--- src/rtl/arbiter_pkg.sv ---
// -----------------------------------------------------------------------------
// arbiter_pkg
// Shared definitions for the round-robin stream merger and its picker.
//   state_t     : arbiter FSM state (IDLE, GRANT)
//   clog2()     : ceiling log2 usable in parameter expressions
//   idw()       : width of a requester index, never below 1 bit
//   cw()        : width of the per-grant beat counter, never below 1 bit
// -----------------------------------------------------------------------------
package arbiter_pkg;

  typedef enum logic {
    IDLE  = 1'b0,
    GRANT = 1'b1
  } state_t;

  function automatic int clog2(input int v);
    int r;
    r = 0;
    for (int x = v - 1; x > 0; x = x >> 1) begin
      r = r + 1;
    end
    return r;
  endfunction

  function automatic int idw(input int n);
    return (clog2(n) < 1) ? 1 : clog2(n);
  endfunction

  function automatic int cw(input int b);
    return (clog2(b) < 1) ? 1 : clog2(b);
  endfunction

endpackage

--- src/rtl/rr_select.sv ---
// -----------------------------------------------------------------------------
// rr_select
// Combinational rotate-priority picker. Scans i_ptr+1, i_ptr+2, ... (mod N)
// and ends at i_ptr itself; the first requesting index wins.
// Ports:
//   i_req      [N-1:0]  request vector
//   i_ptr      [PW-1:0] last-served index (search starts just after it)
//   i_mask_ptr          drop the request at i_ptr from the search
//   o_idx      [PW-1:0] winning index (i_ptr when nothing requests)
//   o_valid             at least one (unmasked) request present
// -----------------------------------------------------------------------------
module rr_select
  import arbiter_pkg::*;
#(
  parameter int N  = 2,
  parameter int PW = idw(N)
) (
  input  logic [N-1:0]  i_req,
  input  logic [PW-1:0] i_ptr,
  input  logic          i_mask_ptr,
  output logic [PW-1:0] o_idx,
  output logic          o_valid
);

  logic [N-1:0]  w_req;
  logic          w_found_hi;
  logic          w_found_lo;
  logic [PW-1:0] w_idx_hi;
  logic [PW-1:0] w_idx_lo;

  always_comb begin
    for (int i = 0; i < N; i++) begin
      w_req[i] = i_req[i] & ~(i_mask_ptr & (i_ptr == PW'(i)));
    end
  end

  // Rotation done as two ascending scans: indices above the pointer first,
  // then wrap around to 0..pointer. Avoids modulo arithmetic on the index.
  always_comb begin
    w_found_hi = 1'b0;
    w_found_lo = 1'b0;
    w_idx_hi   = '0;
    w_idx_lo   = '0;
    for (int i = 0; i < N; i++) begin
      if (!w_found_hi && w_req[i] && (PW'(i) > i_ptr)) begin
        w_found_hi = 1'b1;
        w_idx_hi   = PW'(i);
      end
      if (!w_found_lo && w_req[i] && (PW'(i) <= i_ptr)) begin
        w_found_lo = 1'b1;
        w_idx_lo   = PW'(i);
      end
    end
  end

  assign o_valid = |w_req;
  assign o_idx   = w_found_hi ? w_idx_hi : (w_found_lo ? w_idx_lo : i_ptr);

endmodule

--- src/rtl/arbiter_rr.sv ---
// -----------------------------------------------------------------------------
// arbiter_rr
// Round-robin N-to-1 stream merger on the stb/rdy datapath. One producer is
// granted at a time for up to B consecutive beats; the merged stream leaves
// through a single output register.
//
// Handshake: a beat moves on a port in every cycle where its strobe and its
// ready are both high at the clock edge. Strobe/data must stay stable while
// ready is low; ready may depend combinationally on the opposite side only
// through m_rdy (s_rdy never depends on s_stb).
//
// Ports:
//   clk, rst            clock; asynchronous active-high reset
//   s_stb   [N-1:0]     per-slave strobe
//   s_dat   [N*W-1:0]   slave data, slave i in [i*W +: W]
//   s_rdy   [N-1:0]     per-slave ready, zero or one-hot
//   m_rdy               downstream ready
//   m_stb               registered master strobe
//   m_dat   [W-1:0]     registered master data
//   m_id    [IDW-1:0]   source index of the beat in m_dat
//                       (only when ARBITER_RR_ID_EN is defined)
//   dbg_state           current FSM state, for observation only
// -----------------------------------------------------------------------------
module arbiter_rr
  import arbiter_pkg::*;
#(
  parameter  int W   = 8,
  parameter  int N   = 2,
  parameter  int B   = 1,
  localparam int IDW = idw(N),
  localparam int CW  = cw(B)
) (
  input  logic           clk,
  input  logic           rst,
  input  logic [N-1:0]   s_stb,
  input  logic [N*W-1:0] s_dat,
  output logic [N-1:0]   s_rdy,
  input  logic           m_rdy,
  output logic           m_stb,
  output logic [W-1:0]   m_dat,
`ifdef ARBITER_RR_ID_EN
  output logic [IDW-1:0] m_id,
`endif
  output state_t         dbg_state
);

  state_t           r_state;
  state_t           w_state_nxt;
  logic [IDW-1:0]   r_g;
  logic [IDW-1:0]   w_g_nxt;
  logic [CW-1:0]    r_c;
  logic [CW-1:0]    w_c_nxt;

  logic             r_m_stb;
  logic [W-1:0]     r_m_dat;
`ifdef ARBITER_RR_ID_EN
  logic [IDW-1:0]   r_m_id;
`endif

  logic             w_free;
  logic             w_beat;
  logic             w_last;
  logic             w_g_stb;
  logic [W-1:0]     w_sel_dat;
  logic [IDW-1:0]   w_pick_idx;
  logic             w_pick_valid;

  // Output register can take a new beat when empty or draining this cycle.
  assign w_free = ~r_m_stb | m_rdy;
  assign w_last = (r_c == CW'(B - 1));

  always_comb begin
    w_g_stb   = 1'b0;
    w_sel_dat = '0;
    for (int i = 0; i < N; i++) begin
      if (r_g == IDW'(i)) begin
        w_g_stb   = s_stb[i];
        w_sel_dat = s_dat[i*W +: W];
      end
    end
  end

  always_comb begin
    for (int i = 0; i < N; i++) begin
      s_rdy[i] = (r_state == GRANT) && (r_g == IDW'(i)) && w_free;
    end
  end

  assign w_beat = (r_state == GRANT) & w_free & w_g_stb;

  // The current holder is masked only when it just moved a beat; if nobody
  // else requests, o_valid drops and the holder simply keeps the grant.
  rr_select #(
    .N  (N),
    .PW (IDW)
  ) u_sel (
    .i_req      (s_stb),
    .i_ptr      (r_g),
    .i_mask_ptr (w_beat),
    .o_idx      (w_pick_idx),
    .o_valid    (w_pick_valid)
  );

  always_comb begin
    w_state_nxt = r_state;
    w_g_nxt     = r_g;
    w_c_nxt     = r_c;
    case (r_state)
      IDLE: begin
        // No slave is accepted here: one bubble cycle after idle.
        if (w_pick_valid) begin
          w_g_nxt     = w_pick_idx;
          w_c_nxt     = '0;
          w_state_nxt = GRANT;
        end
      end
      GRANT: begin
        if (!w_g_stb) begin
          // Holder forfeits; no beat from it this cycle.
          w_c_nxt = '0;
          if (w_pick_valid) begin
            w_g_nxt = w_pick_idx;
          end else begin
            w_state_nxt = IDLE;
          end
        end else if (w_beat && w_last) begin
          // Burst quota used up: rotate if anyone else waits.
          w_c_nxt = '0;
          if (w_pick_valid) begin
            w_g_nxt = w_pick_idx;
          end
        end else if (w_beat) begin
          w_c_nxt = r_c + CW'(1);
        end
      end
      default: begin
        w_state_nxt = IDLE;
      end
    endcase
  end

  always_ff @(posedge clk or posedge rst) begin
    if (rst) begin
      r_state <= IDLE;
      r_g     <= IDW'(N - 1);
      r_c     <= '0;
    end else begin
      r_state <= w_state_nxt;
      r_g     <= w_g_nxt;
      r_c     <= w_c_nxt;
    end
  end

  always_ff @(posedge clk or posedge rst) begin
    if (rst) begin
      r_m_stb <= 1'b0;
      r_m_dat <= '0;
`ifdef ARBITER_RR_ID_EN
      r_m_id  <= '0;
`endif
    end else if (w_beat) begin
      r_m_stb <= 1'b1;
      r_m_dat <= w_sel_dat;
`ifdef ARBITER_RR_ID_EN
      r_m_id  <= r_g;
`endif
    end else if (m_rdy) begin
      r_m_stb <= 1'b0;
    end
  end

  assign m_stb     = r_m_stb;
  assign m_dat     = r_m_dat;
`ifdef ARBITER_RR_ID_EN
  assign m_id      = r_m_id;
`endif
  assign dbg_state = r_state;

endmodule

--- config.mk ---
export PLATFORM = sky130hd
export DESIGN_NAME = arbiter_rr
export DESIGN_NICKNAME = d
export VERILOG_FILES = /design/src/rtl/arbiter_pkg.sv /design/src/rtl/rr_select.sv /design/src/rtl/arbiter_rr.sv
export SDC_FILE = /design/constraint.sdc
export NUM_CORES = 1
export LEC_CHECK = 0
export CORE_MARGIN = 4
export CORE_UTILIZATION = 40
export CTS_BUF_LIST = sky130_fd_sc_hd__clkbuf_4
export DETAILED_ROUTE_END_ITERATION = 16
export PLACE_DENSITY = 0.79
export SYNTH_ARGS = -nofsm -noshare
export SYNTH_HDL_FRONTEND = slang
export SYNTH_SLANG_ARGS = --single-unit
--- constraint.sdc ---
create_clock -name clk -period 3.7 [get_ports clk]
set_clock_uncertainty 0.2 [all_clocks]
set_input_delay 0.555 -clock clk [delete_from_list [all_inputs] [get_ports clk]]
set_output_delay 0.555 -clock clk [all_outputs]
set_load 0.05 [all_outputs]
==> impl_results.md, run 1 <==
- P&R area growth vs syn: 49.35%
- Power per cell area: about 580 nW/um^2
- RSZ-0062 raised after global routing: no
- Die area: about 2400 um^2
- Design area: 1011 um^2
- Slew Limit Fails: 0
- WP data arrival: 2.22 ns
- HPWL after detailed placement: around 1100 um
- GP Congestion: about 0.7
- Share of cells above drive strength 1: between 20% and 30%
- Worst Hold Class: reg2reg
- Ys Warns: 0
- I/O Buffers: 32
- Hold Path Depth: 1
- P_leak: roughly 0.44 nW
- Post_cts resized: 0
- Pre-CTS setup slack: 0.7332 ns
- Post-DRT Antenna Nets: 0
- Fmax: 336.7 MHz
- Total Routing Usage GR: about 14%
- Starting Density: 43.42%
- Synth unique cells: 20
- Status: finished clean
- Filler cells: 128
- Register area share after synthesis: 44.55%
- Die Wd: roughly 50 um
- TNS Setup: 0 ns
- Top-count cell post-synth: dfrtp_1
- Site row count: 14
- Core ar.: around 1600 um^2
- CTS tree: done
- Part of the cycle the worst path needs: about 80%
- I/O Pins: 33
- Non-filler instance count after layout: about 100
- # DRC: 0
- Final Setup Violations: 0
- Initial DRC Count: 3
- Number of synthesized flops with an enable pin: 0
- Crit end category: output pin
- Final net count: 105
- Syn Inst Count: 49
- Slew HR: 65.79%
- Critical path class: in2out
- Via density: ~5
- Num CTS Buffers: 3
- CTS H-tree depth: 1
- Max Cap Violations: 0
- Clock transition at path regs: approximately 0.080 ns
- Peak VDD IR: ~0.35 mV
- Worst EP required: just under 3 ns
- First-pass GRT wire length: 2511 um
- List of most frequent post-synthesis cells: 11 x dfrtp_1, 9 x mux2_4, 8 x mux2_2
- Cell Count Post-Placement: 95
- Crit path cell chain: clkdlybuf4s50_1 > or2b_2 > and3_1 > clkdlybuf4s50_1
- Final worst setup slack: approximately 0.73 ns
- Synth area leader: dfrtp_1
- Most common flop cell mapped by yosys: dfrtp_1
- Top cell type's share of synthesized area: between 40 and 50%
- DR vias: just under 500
- Mean Syn Cell Area: 13.81 um^2
- Initial antenna violation count: 0
- WL final: roughly 1400 um
- Post-CTS Setup Repair Bufs: 0
- CP Max Fanout: 4
- Largest net degree at the start of global routing: 15
- Final Hold Vio Count: 0
- Clk sinks: 12
- Synth top area cells: dfrtp_1 41%, mux2_4 20%, mux2_2 13%
- Slowest stage cell, crit path: clkdlybuf4s50_1
- Period minus WS final: 2.970 ns
- Asr flop ratio synth: 100.0%
- Ant diodes: 0
- Post-Syn Area: a little under 700 um^2
- CTS root buffer: clkbuf_4
- Post-DP Area: 984.7 um^2
- WL per Instance: 14.49 um
- Register bit total from synthesis: 12
- Worst R2R Path Depth: 3
- Critical path startpoint category: input pin
- Post-CTS Hold Buffers: 0
- Post-synth net total: 70
- Max stage delay on crit path: around 0.70 ns
- Worst-case clock buffer depth: 2
- Worst path most repeated cell: clkdlybuf4s50_1
- Vias in the first global route: approximately 600
- Chip height: between 40 and 50 um
- TritonRoute pass-1 iters: 2
- Worst-Margin Slew: 0.5116 ns
- Total grt overflow: 0
- Clock Latency Late Sink: about 0.28 ns
==> state kept, by name (all words and copies together) (netlist names) <==
register	cells
m_dat	8
dbg_state	1
m_stb	1
r_c	1
r_g	1
==> routing by layer <==
metal / routed length, um / part of all wire [%] / global-route usage [%]
met1: 560 / 39 / 14.83
met3: 89 / 6.2 / 4.587
met2: 759 / 53 / 24.55
met4: 27 / 1.9 / 7.109
met5: 0 / 0 / 0
==> logic make-up (layout without fill, tap and decap cells) <==
kind of cell           count (synthesis)  count (layout)  share of synthesized area, %
muxes                                 17              17                         33.27
DFF                                   12              12                         44.55
and+or+nand+nor                       11              11                         10.35
AOI/OAI and AO/OA                      5               5                         5.917
buffers and inverters                  4              38                         5.915
==> cell usage in the layout, fill, tap and decap left out, drive strengths merged <==
cell / Yosys / final
and3: 1 / 1
clkbuf: 0 / 3
clkdlybuf4s50: 0 / 32
clkinv: 0 / 1
dfrtp: 11 / 11
dfstp: 1 / 1
inv: 2 / 2
mux2: 17 / 17
nand2: 4 / 4
nand2b: 1 / 1
nand3: 1 / 1
nor2: 1 / 1
nor2b: 1 / 1
o2111ai: 1 / 1
o211ai: 1 / 1
o21a: 1 / 1
o21bai: 1 / 1
o32ai: 1 / 1
or2: 1 / 1
or2b: 1 / 1
==> final timing paths <==
check	endpoint	from	slack, ns
max	s_rdy[1]	m_rdy	0.73
max reg2reg	m_dat[0]$_DFFE_PP0N_	r_g$_DFFE_PP1P_	1.83
min	m_dat[3]$_DFFE_PP0N_	m_dat[3]$_DFFE_PP0N_	0.32
min in group asynchronous	m_dat[6]$_DFFE_PP0N_	rst	0.37
min reg2reg	m_dat[3]$_DFFE_PP0N_	m_dat[3]$_DFFE_PP0N_	0.32
max in group asynchronous	r_g$_DFFE_PP1P_	rst	2.60
==> worst max-delay path, delay by kind of cell <==
| kind | cells | cell delay (ns) |
|---|---|---|
| buffers and inverters | 2 | 1.11 |
| AND/OR/NAND/NOR | 2 | 0.55 |
==> power by group <==
part           internal, mW  switching, mW  total [mW]  leakage [nW]
clock network        0.0391         0.0462      0.0853        0.0154
logic                 0.139          0.170       0.309         0.283
registers             0.166         0.0276       0.194         0.140
total                 0.344          0.243       0.587         0.438
==> cell type report <==
type	count	area, um^2	share of cell area [%]
Clock buffer	3	22.52	2.228
Clock inverter	1	3.754	0.3713
Timing Repair Buffer	32	320.3	31.68
Multi-Input combinational cell	33	335.3	33.17
Tap cell	16	20.02	1.980
Sequential cell	12	301.5	29.83
Inverter	2	7.507	0.7426
==> stage by stage <==
step	hold slack, ns	utilization [%]	power (mW)
after floorplan	0.2190	-	0.4032
after global routing	0.3392	64.85	0.6155
final	0.3182	64.85	0.5875
after CTS	0.3231	64.85	0.5951
after detailed placement	0.2913	63.16	0.5067
after global placement	0.2979	63.16	0.5024
No activity file was read; power rests on OpenSTA's default activity.
==> inputs of run 2 (changes only) <==
==> constraint.sdc (replaced) <==
create_clock -name clk -period 2.8 [get_ports clk]
set_clock_uncertainty 0.2 [all_clocks]
set_input_delay 0.42 -clock clk [delete_from_list [all_inputs] [get_ports clk]]
set_output_delay 0.42 -clock clk [all_outputs]
set_load 0.05 [all_outputs]
==> impl_results.md, run 2 (synthesis gave the netlist of run 1 again) <==
- TritonRoute pass-1 iters: 3
- Initial antenna violation count: 0
- Final worst setup slack: around 0.52 ns
- Total Routing Usage GR: ~14%
- Part of the cycle the worst path needs: around four fifths
- Via density: between 5 and 6
- Largest net degree at the start of global routing: 15
- Slew HR: between 60% and 70%
- Final Setup Violations: 0
- Filler cells: roughly 120
- Post-DRT Antenna Nets: 0
- Post_cts resized: 0
- CTS root buffer: clkbuf_4
- TNS Setup: 0 ns
- First-pass GRT wire length: between 2000 and 3000 um
- Sequential Area: ~300 um^2
- Fmax: about 440 MHz
- Post-CTS Hold Buffers: 0
- Worst-Margin Slew: 0.5138 ns
- Site row count: 14
- I/O Pins: 33
- Vias in the first global route: ~570
- Chip height: a little under 50 um
- Slowest stage cell, crit path: clkdlybuf4s50_1
- CTS H-tree depth: 1
- Buf/Inv on CP: 1
- Sequential Power Share: 32.9%
- Initial DRC Count: 5
- Ant diodes: 0
- R2R setup slack: 0.91 ns
- GP Congestion: between 0.7 and 0.8
- Final net count: 105
- CP Max Fanout: 8
- CTS tree: done
- Max stage delay on crit path: ~0.86 ns
- Critical path class: reg2out
- Core ar.: between 1500 and 2000 um^2
- Multi-input gate area: roughly 340 um^2
- I/O Buffers: 32
- Peak VDD IR: approximately 0.48 mV
- Clk sinks: 12
- Comb pwr share: around 53%
- Die Wd: 49.14 um
- WP data arrival: between 1.5 and 2 ns
- Clk pwr share: between 10 and 15%
- WL per Instance: 15.07 um
- RSZ-0062 raised after global routing: no
- Switch Pwr: about 320 uW
- Total grt overflow: 0
- HPWL after detailed placement: approximately 1200 um
- Final core utilization: roughly 65%
- Clock transition at path regs: about 0.08 ns
- Pre-CTS setup slack: roughly 0.63 ns
- # DRC: 0
- Slew Limit Fails: 0
- Largest delay contributor family on the critical path: buffers and inverters
- Switching part of the total: 41.73%
- Clock Latency Late Sink: 0.27 ns
- Status: finished clean
- Worst Setup SP: dbg_state$_DFF_PP0_
- Worst EP required: roughly 2.2 ns
- Crit end category: output pin
- Starting Density: between 40% and 50%
- Most common cell after layout, fill and taps aside: clkdlybuf4s50_1
- Crit path cell chain: clkdlybuf4s50_1
- Die area: 2414 um^2
- P&R area growth vs syn: 48.61%
- Share of cells above drive strength 1: about 31%
- Max Cap Violations: 0
- Final Hold Vio Count: 0
- Period minus WS final: 2.277 ns
- Post-CTS Setup Repair Bufs: 0
- DR vias: just over 500
- Worst Hold Class: in2async
- Int Power: between 400 and 500 uW
- WL final: 1492 um
- Worst R2R Start: r_g$_DFFE_PP1P_
- Critical path startpoint category: flop
- Max FFs per register: 8
- P_leak: between 0.4 and 0.5 nW
- Commonest cells after routing, fill and taps aside: 30 x clkdlybuf4s50_1, 11 x dfrtp_1, 9 x mux2_4
- Worst-case clock buffer depth: 2
- Power per cell area: around 770 nW/um^2
- Num CTS Buffers: 3
==> run 2: layout make-up <==
cell class	instances	area share, %
inverter	2	0.7463
clock inverter	1	0.3731
clock buffer	3	2.239
sequential	12	29.98
timing repair buffer	32	31.34
tap	16	1.990
multi-input combinational	33	33.33
==> run 2: routing by layer <==
layer / vias up / wire (um) / global-route usage [%] / share of wire (%)
met5: - / 0 / 0 / 0
met4: 0 / 18 / 9.479 / 1.2
met3: 2 / 100 / 4.587 / 6.7
met2: 16 / 802 / 24.11 / 54
met1: 248 / 570 / 14.04 / 38
li1: 241 / - / - / -
==> run 2: per-stage QoR <==
step	hold WS, ns	power (mW)	area (um^2)	std cells
after floorplan	0.08398	0.5329	676.9	49
after global placement	0.2979	0.6632	979.7	95
after detailed placement	0.2969	0.6699	979.7	95
after CTS	0.2573	0.7849	1006	99
after global routing	0.2902	0.8126	1006	99
final	0.2537	0.7773	1006	99
==> run 2: path summary, 6_finish.rpt <==
kind,cells past startpoint,endpoint
max in group asynchronous,2,r_g$_DFFE_PP1P_
setup / recovery,1,dbg_state
min in group clk,1,m_dat[3]$_DFFE_PP0N_
hold / removal,2,m_dat[0]$_DFFE_PP0N_
hold reg to reg,1,m_dat[3]$_DFFE_PP0N_
setup reg to reg,3,m_dat[5]$_DFFE_PP0N_
==> run 2: power groups by stage <==
stage | sequential (mW) | clock (mW) | combinational, mW
6_report | 0.256 | 0.113 | 0.408
5_1_grt | 0.263 | 0.122 | 0.427
3_5_place_dp | 0.258 | 0 | 0.412
2_1_floorplan | 0.397 | 0 | 0.136
3_3_place_gp | 0.257 | 0 | 0.406
4_1_cts | 0.256 | 0.116 | 0.413
==> inputs of run 3 (changes only) <==
==> constraint.sdc (replaced) <==
create_clock -name clk -period 2.1 [get_ports clk]
set_clock_uncertainty 0.2 [all_clocks]
set_input_delay 0.315 -clock clk [delete_from_list [all_inputs] [get_ports clk]]
set_output_delay 0.315 -clock clk [all_outputs]
set_load 0.05 [all_outputs]
==> impl_results.md, run 3 (synthesis gave the netlist of run 1 again) <==
- Status: finished clean
- Vias in the first global route: roughly 550
- Max Cap Violations: 0
- Power per cell area: around 1000 nW/um^2
- TritonRoute pass-1 iters: 2
- WL per Instance: 13.72 um
- Post_cts resized: 0
- CTS H-tree depth: 1
- Peak VDD IR: roughly 0.62 mV
- Post-DRT Antenna Nets: 0
- CTS tree: done
- Max FFs per register: 8
- Num CTS Buffers: 3
- Largest delay contributor family on the critical path: buffers and inverters
- GRT Max-Usage Layer: met2
- Final Hold Vio Count: 0
- Total Routing Usage GR: 13.10%
- Initial antenna violation count: 0
- R2R Path End: m_dat[5]$_DFFE_PP0N_
- Share of cells above drive strength 1: 33.33%
- GP Congestion: about 0.73
- Critical path class: reg2out
- Worst R2R Start: r_g$_DFFE_PP1P_
- Period minus WS final: 1.985 ns
- RSZ-0062 raised after global routing: no
- Clock Latency Late Sink: roughly 0.29 ns
- DR vias: approximately 510
- First-pass GRT wire length: roughly 2400 um
- Worst Setup SP: m_dat[6]$_DFFE_PP0N_
- Post-CTS Hold Buffers: 0
- Slew Limit Fails: 0
- Largest net degree at the start of global routing: 14
- Worst-Margin Slew: about 0.50 ns
- Max stage delay on crit path: just over 0.8 ns
- Clk sinks: 12
- Die Wd: about 49 um
- HPWL after detailed placement: between 1000 and 1500 um
- Worst Hold Class: in2async
- Clock transition at path regs: around 0.080 ns
- Crit end category: output pin
- Overall power: between 1 and 1.5 mW
- R2R setup slack: 0.43 ns
- Met3 Usage GRT: approximately 7.0%
- Worst R2R Path Depth: 3
- I/O Buffers: 32
- Site row count: 14
- Core ar.: roughly 1600 um^2
- P&R area growth vs syn: 51.20%
- Initial DRC Count: 6
- # DRC: 0
- Crit path cell chain: clkdlybuf4s50_1
- Post-CTS Setup Repair Bufs: 0
- I/O Pins: 33
- Fmax: about 500 MHz
- Final net count: about 110
- Worst EP required: approximately 1.6 ns
- Part of the cycle the worst path needs: between 90% and 100%
- Worst-case clock buffer depth: 2
- WL final: 1372 um
- Via density: around 5.1
- Most common cell after layout, fill and taps aside: clkdlybuf4s50_1
- TNS Setup: 0 ns
- Slew HR: between 60% and 70%
- Total grt overflow: 0
- WP data arrival: between 1 and 1.5 ns
- Final Setup Violations: 0
- Met2 GRT Util: approximately 23%
- Slowest stage cell, crit path: clkdlybuf4s50_1
- P_leak: 0.4497 nW
- CP Max Fanout: 2
- Grt met1 use: 13.42%
- Ant diodes: 0
- Critical path startpoint category: flop
- Non-filler instance count after layout: 100
- Chip height: between 40 and 50 um
- Die area: ~2400 um^2
- Buf/Inv on CP: 1
- Starting Density: 43.42%
- Cell Count Post-Placement: between 90 and 100
- Instance count on the critical path: 1
- CTS root buffer: clkbuf_4
- Commonest cells after routing, fill and taps aside: 29 x clkdlybuf4s50_1, 11 x dfrtp_1, 9 x mux2_4
## run 3: changes by cell type in the layout (fill, tap and decap cells not counted), sizes merged
| cell | delta |
|---|---|
| buf | +2 |
| clkdlybuf4s50 | -1 |
## run 3: area by class of cell
cell class                      count  area [um^2]
Clock buffer                        3        22.52
Timing Repair Buffer               33        332.8
Clock inverter                      1        3.754
Multi-Input combinational cell     33        335.3
Sequential cell                    12        301.5
Inverter                            2        7.507
Fill cell                         128        535.5
Tap cell                           16        20.02
## run 3: worst max path at each step
stage / end / slack, ns
final: m_dat[6] / 0.12
after global routing: m_dat[6] / 0.03
after CTS: m_dat[6] / 0.11
after detailed placement: s_rdy[1] / 0.13
after global placement: s_rdy[1] / 0.13
after floorplan: s_rdy[0] / 0.04
## run 3: metal layers
layer  vias up  share of wire (%)
met1       238                 39
met5         -                  0
met4         0                1.2
met3         3                7.9
met2        19                 51
li1        247                  -
## run 3: power breakdown
part,internal (mW),switching [mW],leakage (nW)
clock,0.0691,0.0843,0.0154
sequential,0.292,0.0379,0.140
combinational,0.252,0.311,0.295
total,0.614,0.433,0.450
## run 3: stage by stage
step | setup slack, ns | hold WS (ns) | cell area (um^2) | util [%]
3_5_place_dp | 0.1312 | 0.3010 | 997.2 | 63.96
2_1_floorplan | 0.03690 | -0.02102 | 676.9 | -
3_3_place_gp | 0.1327 | 0.2980 | 997.2 | 63.96
5_1_grt | 0.03470 | 0.1573 | 1023 | 65.65
4_1_cts | 0.1059 | 0.1387 | 1023 | 65.65
6_report | 0.1150 | 0.1209 | 1023 | 65.65
==> variant, RTL diff (config.mk and constraints of run 2) <==
`N` is set to 2 in 2 places; all go to 4. Comments in the files are not updated.
--- a/src/rtl/rr_select.sv
+++ b/src/rtl/rr_select.sv
@@ -13,5 +13,5 @@
   import arbiter_pkg::*;
 #(
-  parameter int N  = 2,
+  parameter int N  = 4,
   parameter int PW = idw(N)
 ) (
--- a/src/rtl/arbiter_rr.sv
+++ b/src/rtl/arbiter_rr.sv
@@ -26,5 +26,5 @@
 #(
   parameter  int W   = 8,
-  parameter  int N   = 2,
+  parameter  int N   = 4,
   parameter  int B   = 1,
   localparam int IDW = idw(N),
Interface: changed (resized s_dat, s_rdy and s_stb); port bits go from 33 to 53. The function was not compared with the original's and may differ.
==> variant against run 2 <==
  * Synthesized area rose by 37%
  * Via count rose by 69%
  * Utilization increased by 4.8 points
  * Total power rose by 110%
  * Sequential share of layout area fell by 8.6 points
  * Highest routed layer unchanged
  * Largest power group unchanged
  * Final area grew 52%
  * Routed wire length grew 63%
  * Setup slack lost 110 ps
  * Largest cell class is now non-clock buffers
  * Non-clock buffer count is 21 higher
  * Sequential cell count up 1
  * Hold slack gained 3.5 ps
  * Cell count grew 64%
  * First-iteration DRC count rose to 3.2 times the old value
==> variant: results <==
logic_synthesis:
  synth_mux_area_share_pct: 35.1
  synth_common_cells: "dfrtp_1 (11), mux2_2 (9), nor2_1 (7)"
  synth_compound_area_share_pct: 9.46
  synth-seq-area-share_pct: 35.4
  synth_cell_type_count: 31
  synth_fp_nets: 120
  netlist_instances: 81
drt:
  route.met3.wl_um: 124
  met1_length_um: 940
  met2WireLength_um: 1320
  drtPass1Iterations: 4
  routed_wl_um: 2430
  dr.max_layer_used: "met4"
  drt-vias-per-instance: 5.30
  drtIter0Drc: 16
  post_drt_wl_per_cell_um: 15.0
place:
  dpl-instance-area_um2: 1500
  hpwl_um: 1970
  io_buffer_count: 52
  gp_congestion: 0.930
  place_inst: 158
  place_ws_ps: 365
finish:
  seq_area_um2: 328
  clock_cell_area_share_pct: 1.96
  multi_input_gates: 60
  num-clock-buffers: 4
  fill_cells: 187
  nNonClkBuffers: 53
  seq_cell_count: 13
  drive_gt1_share_pct: 22.4
  final_core_util_pct: 69.3
  nonClockInverterCount: 4
  buffer_area_share_pct: 37.0
  multi_input_area_share_pct: 36.4
power:
  p_leak_nw: 0.616
  p_seq_share_pct: 23.5
  vdd_ir_drop_max_mv: 0.694
  combPwrFrac_pct: 68.8
  powerComb_w: 0.00111
outcome:
  outcome: "finished, final reports clean"
global_routing:
  grt_pass1_vias: 925
  grt_max_degree: 18
  grtUsageMet2_pct: 30.6
  grt_pass1_wl_um: 4060
  met3_usage_pct: 2.55
  track_usage_pct: 16.4
timing:
  relSlewSlack_pct: 65.9
  worstMarginPinSlew_ps: 510
setup_path:
  crit_arrival_ps: 1770
  cp_slowest_stage_delay_ps: 470
  cp_max_fo: 3
==> variant: cell count changes in the layout (fill, tap and decap cells not counted), sizes merged, moves of 3 or more <==
cell | before | now
nand2 | 4 | 7
o21ai | 0 | 5
buf | 2 | 5
mux4 | 0 | 9
mux2 | 17 | 9
clkdlybuf4s50 | 30 | 48
nor2 | 1 | 7
==> variant: path summary, 6_finish.rpt <==
path / endpoint / depth (start not counted) / from / slack [ps]
worst min-delay path: dbg_state$_DFF_PP0_ / 2 / rst / 260
max in group asynchronous: r_g[1]$_DFFE_PP1P_ / 2 / rst / 1790
worst max register to register: m_dat[2]$_DFFE_PP0N_ / 3 / r_g[0]$_DFFE_PP1P_ / 680
min in group clk: r_c$_DFFE_PP0P_ / 1 / r_c$_DFFE_PP0P_ / 290
worst max-delay path: s_rdy[3] / 6 / m_rdy / 410
worst min register to register: r_c$_DFFE_PP0P_ / 1 / r_c$_DFFE_PP0P_ / 290
